$ cat src/rtl/sti_req_scheduler_if.sv
// rtl/sti_req_scheduler_if.sv - requester, transmitter and status signal bundle for sti_req_scheduler
interface sti_req_scheduler_if;
  logic        start;
  logic [1:0]  en_mask;
  logic        req0;
  logic        req1;
  logic [15:0] data0;
  logic [15:0] data1;
  logic [4:0]  cfg0;
  logic [4:0]  cfg1;
  logic        last0;
  logic        last1;
  logic        ack0;
  logic        ack1;
  logic        load;
  logic [15:0] pi_data;
  logic [1:0]  pi_length;
  logic        pi_fill;
  logic        pi_msb;
  logic        pi_low;
  logic        pi_end;
  logic        so_valid;
  logic        oem_finish;
  logic        busy;
  logic        grant_id;
  logic        all_done;
  logic        timeout_err;

  // Scheduler side
  modport master (
    input  start, en_mask, req0, req1, data0, data1, cfg0, cfg1, last0, last1,
    input  so_valid, oem_finish,
    output ack0, ack1, load, pi_data, pi_length, pi_fill, pi_msb, pi_low, pi_end,
    output busy, grant_id, all_done, timeout_err
  );

  // Requester / transmitter / controller side
  modport slave (
    output start, en_mask, req0, req1, data0, data1, cfg0, cfg1, last0, last1,
    output so_valid, oem_finish,
    input  ack0, ack1, load, pi_data, pi_length, pi_fill, pi_msb, pi_low, pi_end,
    input  busy, grant_id, all_done, timeout_err
  );
endinterface

$ cat src/rtl/sti_req_scheduler.sv
// rtl/sti_req_scheduler.sv - round-robin scheduler sharing the serial transmitter between two requesters (optional STI_SCHED_TIMEOUT_EN)
module sti_req_scheduler #(
  parameter int TIMEOUT_CYCLES = 64
) (
  input  logic                   clk,
  input  logic                   reset,
  sti_req_scheduler_if.master    sif
);

  typedef enum logic [2:0] {
    S_IDLE,
    S_ARB,
    S_LOAD,
    S_XFER,
    S_ACK,
    S_END,
    S_FINISH
  } state_t;

  if (TIMEOUT_CYCLES < 2) begin : g_bad_timeout
    $error("TIMEOUT_CYCLES must be at least 2");
  end

  state_t      state_q, state_d;
  logic        rr_q, rr_d;
  logic [1:0]  done_q, done_d;
  logic [1:0]  en_q, en_d;
  logic        gid_q, gid_d;
  logic        last_q, last_d;
  logic [5:0]  exp_q, exp_d;
  logic [5:0]  beat_q, beat_d;
  logic [15:0] pi_data_q, pi_data_d;
  logic [1:0]  pi_length_q, pi_length_d;
  logic        pi_fill_q, pi_fill_d;
  logic        pi_msb_q, pi_msb_d;
  logic        pi_low_q, pi_low_d;
  logic        pi_end_q, pi_end_d;
  logic        all_done_q, all_done_d;
  logic        tmo_err_q, tmo_err_d;
  logic        tmo_hit;

  logic [1:0]  elig;
  logic        pend;
  logic        pick;
  logic [4:0]  cfg_sel;
  logic [5:0]  exp_dec;

  // Arbitration terms and the bit count for the captured length field
  always_comb begin
    elig    = {sif.req1, sif.req0} & en_q & ~done_q;
    pend    = (done_q | ~en_q) != 2'b11;
    pick    = (elig == 2'b11) ? rr_q : elig[1];
    cfg_sel = pick ? sif.cfg1 : sif.cfg0;
    exp_dec = {1'b0, pi_length_q, 3'b000} + 6'd8;
  end

`ifdef STI_SCHED_TIMEOUT_EN
  localparam int TW = $clog2(TIMEOUT_CYCLES + 1);

  logic [TW-1:0] tmo_q, tmo_d;
  logic          tmo_count;

  // Idle-cycle counter: restarts on any sign of life or state change
  always_comb begin
    tmo_count = (state_q == S_XFER) || (state_q == S_FINISH);
    tmo_hit   = tmo_count && (tmo_q == TW'(TIMEOUT_CYCLES - 1));
    if (sif.so_valid || sif.oem_finish || (state_d != state_q)) begin
      tmo_d = '0;
    end else if (tmo_count) begin
      tmo_d = tmo_q + 1'b1;
    end else begin
      tmo_d = tmo_q;
    end
  end

  // Timeout counter register
  always_ff @(posedge clk or posedge reset) begin
    if (reset) begin
      tmo_q <= '0;
    end else begin
      tmo_q <= tmo_d;
    end
  end
`else
  assign tmo_hit = 1'b0;
`endif

  // Next-state and datapath decisions for the scheduler FSM
  always_comb begin
    state_d     = state_q;
    rr_d        = rr_q;
    done_d      = done_q;
    en_d        = en_q;
    gid_d       = gid_q;
    last_d      = last_q;
    exp_d       = exp_q;
    beat_d      = beat_q;
    pi_data_d   = pi_data_q;
    pi_length_d = pi_length_q;
    pi_fill_d   = pi_fill_q;
    pi_msb_d    = pi_msb_q;
    pi_low_d    = pi_low_q;
    pi_end_d    = pi_end_q;
    all_done_d  = all_done_q;
    tmo_err_d   = tmo_err_q;

    case (state_q)
      S_IDLE: begin
        if (sif.start) begin
          done_d     = 2'b00;
          all_done_d = 1'b0;
          tmo_err_d  = 1'b0;
          en_d       = sif.en_mask;
          state_d    = S_ARB;
        end
      end
      S_ARB: begin
        if (!pend) begin
          pi_data_d = 16'h0000;
          pi_end_d  = 1'b1;
          state_d   = S_END;
        end else if (|elig) begin
          gid_d       = pick;
          rr_d        = ~pick;
          pi_data_d   = pick ? sif.data1 : sif.data0;
          last_d      = pick ? sif.last1 : sif.last0;
          pi_length_d = cfg_sel[4:3];
          pi_fill_d   = cfg_sel[2];
          pi_msb_d    = cfg_sel[1];
          pi_low_d    = cfg_sel[0];
          pi_end_d    = 1'b0;
          state_d     = S_LOAD;
        end
      end
      S_LOAD: begin
        exp_d   = exp_dec;
        beat_d  = 6'd0;
        state_d = S_XFER;
      end
      S_XFER: begin
        if (sif.so_valid) begin
          beat_d = beat_q + 6'd1;
          if ((beat_q + 6'd1) == exp_q) begin
            state_d = S_ACK;
          end
        end else if (tmo_hit) begin
          tmo_err_d = 1'b1;
          state_d   = S_ACK;
        end
      end
      S_ACK: begin
        if (last_q) begin
          if (gid_q) begin
            done_d[1] = 1'b1;
          end else begin
            done_d[0] = 1'b1;
          end
        end
        state_d = S_ARB;
      end
      S_END: begin
        state_d = S_FINISH;
      end
      S_FINISH: begin
        if (sif.oem_finish) begin
          all_done_d = 1'b1;
          state_d    = S_IDLE;
        end else if (tmo_hit) begin
          tmo_err_d = 1'b1;
          state_d   = S_IDLE;
        end
      end
      default: begin
        state_d = S_IDLE;
      end
    endcase
  end

  // State and output registers; reset aborts any transfer without an ack
  always_ff @(posedge clk or posedge reset) begin
    if (reset) begin
      state_q     <= S_IDLE;
      rr_q        <= 1'b0;
      done_q      <= 2'b00;
      en_q        <= 2'b00;
      gid_q       <= 1'b0;
      last_q      <= 1'b0;
      exp_q       <= 6'd0;
      beat_q      <= 6'd0;
      pi_data_q   <= 16'h0000;
      pi_length_q <= 2'b00;
      pi_fill_q   <= 1'b0;
      pi_msb_q    <= 1'b0;
      pi_low_q    <= 1'b0;
      pi_end_q    <= 1'b0;
      all_done_q  <= 1'b0;
      tmo_err_q   <= 1'b0;
    end else begin
      state_q     <= state_d;
      rr_q        <= rr_d;
      done_q      <= done_d;
      en_q        <= en_d;
      gid_q       <= gid_d;
      last_q      <= last_d;
      exp_q       <= exp_d;
      beat_q      <= beat_d;
      pi_data_q   <= pi_data_d;
      pi_length_q <= pi_length_d;
      pi_fill_q   <= pi_fill_d;
      pi_msb_q    <= pi_msb_d;
      pi_low_q    <= pi_low_d;
      pi_end_q    <= pi_end_d;
      all_done_q  <= all_done_d;
      tmo_err_q   <= tmo_err_d;
    end
  end

  assign sif.load        = (state_q == S_LOAD) || (state_q == S_END);
  assign sif.ack0        = (state_q == S_ACK) && !gid_q;
  assign sif.ack1        = (state_q == S_ACK) && gid_q;
  assign sif.busy        = (state_q != S_IDLE);
  assign sif.grant_id    = gid_q;
  assign sif.pi_data     = pi_data_q;
  assign sif.pi_length   = pi_length_q;
  assign sif.pi_fill     = pi_fill_q;
  assign sif.pi_msb      = pi_msb_q;
  assign sif.pi_low      = pi_low_q;
  assign sif.pi_end      = pi_end_q;
  assign sif.all_done    = all_done_q;
  assign sif.timeout_err = tmo_err_q;

endmodule

$ cat src/flat_wrapper.sv
// flat-port wrapper written by rule: the top's interface ports become plain ports
module sti_req_scheduler_flat 
#(
  parameter int TIMEOUT_CYCLES = 64
)
  (clk, reset, sif_start, sif_en_mask, sif_req0, sif_req1, sif_data0, sif_data1, sif_cfg0, sif_cfg1, sif_last0, sif_last1, sif_so_valid, sif_oem_finish, sif_ack0, sif_ack1, sif_load, sif_pi_data, sif_pi_length, sif_pi_fill, sif_pi_msb, sif_pi_low, sif_pi_end, sif_busy, sif_grant_id, sif_all_done, sif_timeout_err);
  sti_req_scheduler_if sif_i ();
  input  logic clk;
  input  logic reset;
  input wire logic [$bits(sif_i.start)-1:0] sif_start;
  input wire logic [$bits(sif_i.en_mask)-1:0] sif_en_mask;
  input wire logic [$bits(sif_i.req0)-1:0] sif_req0;
  input wire logic [$bits(sif_i.req1)-1:0] sif_req1;
  input wire logic [$bits(sif_i.data0)-1:0] sif_data0;
  input wire logic [$bits(sif_i.data1)-1:0] sif_data1;
  input wire logic [$bits(sif_i.cfg0)-1:0] sif_cfg0;
  input wire logic [$bits(sif_i.cfg1)-1:0] sif_cfg1;
  input wire logic [$bits(sif_i.last0)-1:0] sif_last0;
  input wire logic [$bits(sif_i.last1)-1:0] sif_last1;
  input wire logic [$bits(sif_i.so_valid)-1:0] sif_so_valid;
  input wire logic [$bits(sif_i.oem_finish)-1:0] sif_oem_finish;
  output wire logic [$bits(sif_i.ack0)-1:0] sif_ack0;
  output wire logic [$bits(sif_i.ack1)-1:0] sif_ack1;
  output wire logic [$bits(sif_i.load)-1:0] sif_load;
  output wire logic [$bits(sif_i.pi_data)-1:0] sif_pi_data;
  output wire logic [$bits(sif_i.pi_length)-1:0] sif_pi_length;
  output wire logic [$bits(sif_i.pi_fill)-1:0] sif_pi_fill;
  output wire logic [$bits(sif_i.pi_msb)-1:0] sif_pi_msb;
  output wire logic [$bits(sif_i.pi_low)-1:0] sif_pi_low;
  output wire logic [$bits(sif_i.pi_end)-1:0] sif_pi_end;
  output wire logic [$bits(sif_i.busy)-1:0] sif_busy;
  output wire logic [$bits(sif_i.grant_id)-1:0] sif_grant_id;
  output wire logic [$bits(sif_i.all_done)-1:0] sif_all_done;
  output wire logic [$bits(sif_i.timeout_err)-1:0] sif_timeout_err;
  assign sif_i.start = sif_start;
  assign sif_i.en_mask = sif_en_mask;
  assign sif_i.req0 = sif_req0;
  assign sif_i.req1 = sif_req1;
  assign sif_i.data0 = sif_data0;
  assign sif_i.data1 = sif_data1;
  assign sif_i.cfg0 = sif_cfg0;
  assign sif_i.cfg1 = sif_cfg1;
  assign sif_i.last0 = sif_last0;
  assign sif_i.last1 = sif_last1;
  assign sif_i.so_valid = sif_so_valid;
  assign sif_i.oem_finish = sif_oem_finish;
  assign sif_ack0 = sif_i.ack0;
  assign sif_ack1 = sif_i.ack1;
  assign sif_load = sif_i.load;
  assign sif_pi_data = sif_i.pi_data;
  assign sif_pi_length = sif_i.pi_length;
  assign sif_pi_fill = sif_i.pi_fill;
  assign sif_pi_msb = sif_i.pi_msb;
  assign sif_pi_low = sif_i.pi_low;
  assign sif_pi_end = sif_i.pi_end;
  assign sif_busy = sif_i.busy;
  assign sif_grant_id = sif_i.grant_id;
  assign sif_all_done = sif_i.all_done;
  assign sif_timeout_err = sif_i.timeout_err;
  sti_req_scheduler #(.TIMEOUT_CYCLES(TIMEOUT_CYCLES)) u_core (.clk(clk), .reset(reset), .sif(sif_i));
endmodule
$ cat config.mk
export PLATFORM = sky130hd
export DESIGN_NAME = sti_req_scheduler_flat
export DESIGN_NICKNAME = d
export VERILOG_FILES = /design/src/rtl/sti_req_scheduler_if.sv /design/src/rtl/sti_req_scheduler.sv /design/src/flat_wrapper.sv
export SDC_FILE = /design/constraint.sdc
export NUM_CORES = 1
export LEC_CHECK = 0
export BUFFER_PORTS_ARGS = -buffer_cell sky130_fd_sc_hd__buf_2
export CELL_PAD_IN_SITES_DETAIL_PLACEMENT = 1
export CELL_PAD_IN_SITES_GLOBAL_PLACEMENT = 2
export CORE_MARGIN = 5
export CORE_UTILIZATION = 30
export CTS_BUF_LIST = sky130_fd_sc_hd__clkbuf_8
export DETAILED_ROUTE_END_ITERATION = 8
export PLACE_DENSITY_LB_ADDON = 0.3
export SLEW_MARGIN = 20
export SYNTH_ARGS = -nofsm -noshare
export SYNTH_HDL_FRONTEND = slang
export SYNTH_SLANG_ARGS = --single-unit
$ cat constraint.sdc
create_clock -name clk -period 1.85 [get_ports clk]
set_input_delay 0.37 -clock clk [delete_from_list [all_inputs] [get_ports clk]]
set_output_delay 0.37 -clock clk [all_outputs]
set_load 0.01 [all_outputs]
* Word-level counts from Yosys, hierarchy flattened
Index checks and enable logic that the tools add are counted.
** Word-level totals
- Output and inout port bits :: 29
- Register bits :: 45
- Bits of input ports :: 53
- Logic and storage cells :: 85
** Operators by class
- Equal/unequal tests :: 18
- Mux-type cells :: 25
- Bitwise gates (word level) :: 6
- Reduce and logical (&&, ||, !) cells :: 18
- $add $sub $neg :: 2
** Operators by type and width (number)
- two-way mux 16 bit :: 3
- case mux 3 bit (7 select lines) :: 1
- two-way mux 3 bit :: 6
- != test 2 bit (second input constant) :: 6
- case mux 6 bit (2 select lines) :: 1
- == test 3 bit (second input constant) :: 3
- two-way mux 1 bit :: 8
- AND reduction 4 bit :: 2
- adder 5 x 4 -> 6 bit (second input constant) :: 1
- adder 6 x 1 -> 6 bit (second input constant) :: 1
- == test 3 x 2 -> 1 bit (second input constant) :: 2
- == test 6 bit :: 1
- two-way mux 6 bit :: 1
- != test 2 x 1 -> 1 bit (second input constant) :: 3
- AND reduction 2 bit :: 3
- AND reduction 3 bit :: 2
- nonzero test 2 bit :: 3
- two-way mux 5 bit :: 1
- AND reduction 5 bit :: 1
- bitwise AND 2 bit :: 2
- two-way mux 2 bit :: 2
- inverter 2 bit :: 2
- case mux 2 bit (2 select lines) :: 1
- == test 3 x 1 -> 1 bit (second input constant) :: 1
- 11 further kinds :: 12

* Longest topological paths before layout
- Depth in word-level cells :: 7
- Depth in mapped cells :: 6
- Gate-level depth less buffers :: 5

* Worst setup path after synthesis
No wires, ideal clock.
- Path kind :: register -> register
- Start point :: register u_core.state_q[1]
- End point :: register u_core.pi_data_q[0], in the netlist u_core.sif.pi_data[0]
- Clock period less this slack :: 1.579 ns
- Library setup time :: 0.066 ns
- Setup slack :: 0.271 ns
- Arrival :: 1.513 ns
- Cell stages (with the launch flop) :: 6
- Path through :: dfrtp_1 > or3b_4 > a311oi_4 > buf_6 > and2_1 > a221o_1
** Between the ends
- Cells in the longest elaborated chain, start to end :: 2
** RTL lines
- start, declared :: line sti_req_scheduler.sv:24 : state_t state_q, state_d;
- start signal, assigned :: line sti_req_scheduler.sv:199 : state_q <= state_d;
- == test 3 x 1 -> 1 bit :: line sti_req_scheduler.sv:107 : case (state_q)
- AND reduction 2 bit (no line)
- end signal, assigned :: line sti_req_scheduler.sv:207 : pi_data_q <= pi_data_d;
- end, declared :: line sti_req_scheduler.sv:32 : logic [15:0] pi_data_q, pi_data_d;
Every way passes these cells.
A chain may end at the register's enable or synchronous reset.

* Worst setup path in the final report
- Start point :: register u_core.state_q[2]
- End point :: output sif_load
** Between the ends
- Cells in the longest elaborated chain, start to end :: 2
** RTL lines
- == test 3 x 2 -> 1 bit or == test 3 bit (tied branches) :: line sti_req_scheduler.sv:218 : assign sif.load = (state_q == S_LOAD) || (state_q == S_END);
- logical OR 1 bit * :: line sti_req_scheduler.sv:218
- end, declared :: line flat_wrapper.sv:24 : output wire logic [$bits(sif_i.load)-1:0] sif_load;
Mark *: on every way between the ends. The rest lies on a longest branch, timed or not.

==> impl_metrics.yaml <==
worst_setup_path:
  cp_num_buf_inv: 2
  reg2reg_depth: 5
  crit_path_max_incr_delay_ps: 400
  path_cells: "buf_4 > nand2b_1 > nor2_2 > a21o_1 > buf_2"
  crit_start: "u_core.state_q[2]"
  critical-path-top-delay-family: "flip-flops"
  critPathLaunchType: "flop"
  required_ps: 1480
  worstSetupEndpointType: "output pin"
  crit_cells: 5
  path_class: "reg2out"
  critPathArrivalTime_ps: 1410
  critPathSlowestCell: "dfrtp_1"
  critPathMaxFanout: 10
  rr_startpoint: "u_core.done_q[0]"
run_status:
  status: "completed"
yosys:
  yosysTopAreaCell: "dfrtp_1"
  syn_nets: 262
  synth_common_cells: "dfrtp_1 (42), a221o_1 (22), and2_1 (16), nand2_1 (16), nor2_1 (15)"
  avgSynthCellArea_um2: 10.58
  yosys.cell_types.count: 43
  synth_edf_count: 0
  seq_area_frac_synth: 0.4797
  synth_area_um2: 2191
  synth_ff_type: "dfrtp_1"
  synth-seq-cells: 42
  synth.most_common_cell: "dfrtp_1"
  postSynthCellCount: 207
  synth.area.top_cells: "dfrtp_1 (48%), a221o_1 (10%), and2_1 (4.6%)"
  async_reset_ff_frac: 1.000
  yosysWarnings: 0
  synth_top_cell_area_share: 0.4797
finish:
  regArea_um2: 1051
  area_growth_pct: 31.01
  final_cells: 396
  antenna_cells: 0
  nets: 351
  fill_cells: 832
  drive_above_1_share: 0.3838
  post-route-util: 0.4000
  multi_input_area_um2: 1047
clock_network:
  cts_root_buf: "clkbuf_8"
  path_clk_slew_ps: 80
  clock_latency_ps: 300
  clock-sinks: 42
  cts_tree: "built"
  cts_buffers: 5
  clockBufferDepth: 2
  h-tree-depth: 2
timing:
  period_minus_slack_ps: 1781
  finalHoldViolCount: 0
  fin_crit_sh: 0.9626
  max_slew_margin: 0.6341
  hold-worst-slack_ps: 202.7
  finalSetupViolCount: 0
  clock_skew_ps: 6.444
  slew_violations: 0
  rsz0062_at_grt: "yes"
  tightest_slew_ps: 548.8
  fmax_mhz: 561.5
power_and_ir_drop:
  power_mw: 3.570
  p_leak_nw: 1.480
  irDropWorstVdd_uv: 351.8
  cellPowerDensity_nw_per_um2: 1244
drt:
  wirelength_um: 6160
  drt_iter0_drc: 44
  drt-wirelength-per-cell_um: 15.56
  via_per_inst: 4.846
  vias: 1919
  post-route-drc-count: 0
  firstDrtPassIters: 4
  postRouteAntennaNets: 0
grt:
  grt_pass1_vias: 2092
  grt_first_pass_wirelength_um: 10340
  grt_remaining_overflow: 0
  gr-usage-all-layers: 0.1475
  grt_start_max_net_pins: 43
  antenna_found_initial: 0
placement:
  portBuffers: 80
  place_congestion: 0.7628
  placedCellCount: 388
  dp_hpwl_um: 4614
die:
  start_util: 0.3053
  rows: 31
  core-area_um2: 7176
  dieWidth_um: 95.46
  die-area_um2: 9112
  die-height_um: 95.46
  ioPinCount: 82
run:
  cap_viol_max_count: 0
hold_path:
  hp-class: "in2async"
-- stage by stage --
stage          area (µm²)  setup TNS [ps]  setup WS [ps]
6_report             2870               0          69.10
5_1_grt              2870          -29.02         -29.02
4_1_cts              2863               0          11.91
3_5_place_dp         2753               0          179.2
3_3_place_gp         2753               0          218.6
2_1_floorplan        2191               0          270.7
-- final cells by class --
| cell class | instances | area share |
|---|---|---|
| Tap cell | 99 | 0.04316 |
| Clock inverter | 3 | 0.01439 |
| Clock buffer | 5 | 0.02398 |
| Multi-Input combinational cell | 149 | 0.3649 |
| Inverter | 6 | 0.007847 |
| Timing Repair Buffer | 92 | 0.1796 |
| Sequential cell | 42 | 0.3662 |
-- layer usage --
metal,part of all wire,track usage,up-vias
met5,0,0,-
met4,0.011,0.04265,0
met3,0.064,0.05367,5
met2,0.48,0.2437,44
met1,0.45,0.1804,922
li1,-,-,948
-- tightest hold or removal path: cells and delay by family --
kind	cells	cell delay, ps
buffers and inverters	3	590
-- sequential cells by signal, indices dropped and copies added, names as in the netlist, 2 cells and up --
| register | flops |
|---|---|
| u_core.sif.pi_length | 2 |
| u_core.exp_q | 3 |
| u_core.beat_q | 6 |
| u_core.done_q | 2 |
| u_core.en_q | 2 |
| u_core.state_q | 3 |
| u_core.sif.pi_data | 16 |
-- power by group --
part	switching [mW]	leakage (nW)	internal, mW
logic	0.692	0.878	0.681
clock network	0.330	0.0556	0.397
registers	0.263	0.547	1.21
-- worst paths after layout --
path / to / slack, ps
max reg2reg: u_core.sif.pi_data[11] / 170
max in group asynchronous: u_core.en_q[0] / 1280
min in group clk: u_core.sif.pi_data[8] / 290
max: sif_load / 70
min reg2reg: u_core.sif.pi_data[8] / 520
min: u_core.sif.pi_data[6] / 200
-- placed cells by master, fill, tap and decap left out, types with 2 or more instances in the layout --
| master | instances |
|---|---|
| nand4_1 | 2 |
| buf_4 | 10 |
| a221o_1 | 22 |
| nand3_1 | 2 |
| inv_1 | 7 |
| mux2i_1 | 2 |
| and2_1 | 16 |
| nand2_1 | 16 |
| nor2b_1 | 11 |
| ha_1 | 2 |
| buf_2 | 80 |
| a21oi_1 | 8 |
| nand3b_1 | 3 |
| nor3_1 | 6 |
| a31oi_1 | 5 |
| a22o_1 | 2 |
| dfrtp_1 | 42 |
| mux2_2 | 5 |
| clkbuf_8 | 5 |
| buf_12 | 2 |
| a21o_1 | 2 |
| nor2_2 | 3 |
| nor2_1 | 12 |
| o21ai_0 | 10 |
-- logic make-up (layout without fill, tap and decap cells) --
logic type                 after synthesis  in the layout  synth area share
adders and majority gates                2              2           0.01142
xor gates and xnor gates                 2              2           0.01428
muxes                                    7              7           0.03484
and+or+nand+nor                         79             79            0.1965
AOI/OAI and AO/OA                       58             58            0.2159
buffers and inverters                   16            106           0.04569
DFF                                     42             42            0.4797
other                                    1              1          0.001712
-- timing repair --
item	4_1_cts	5_1_grt
hold endpoints to repair	0	0
setup endpoints to repair	0	3
buffers inserted	0	0
hold buffers	0	0
gates resized for setup	0	3
Note: power is estimated with default switching activity, not from simulation.
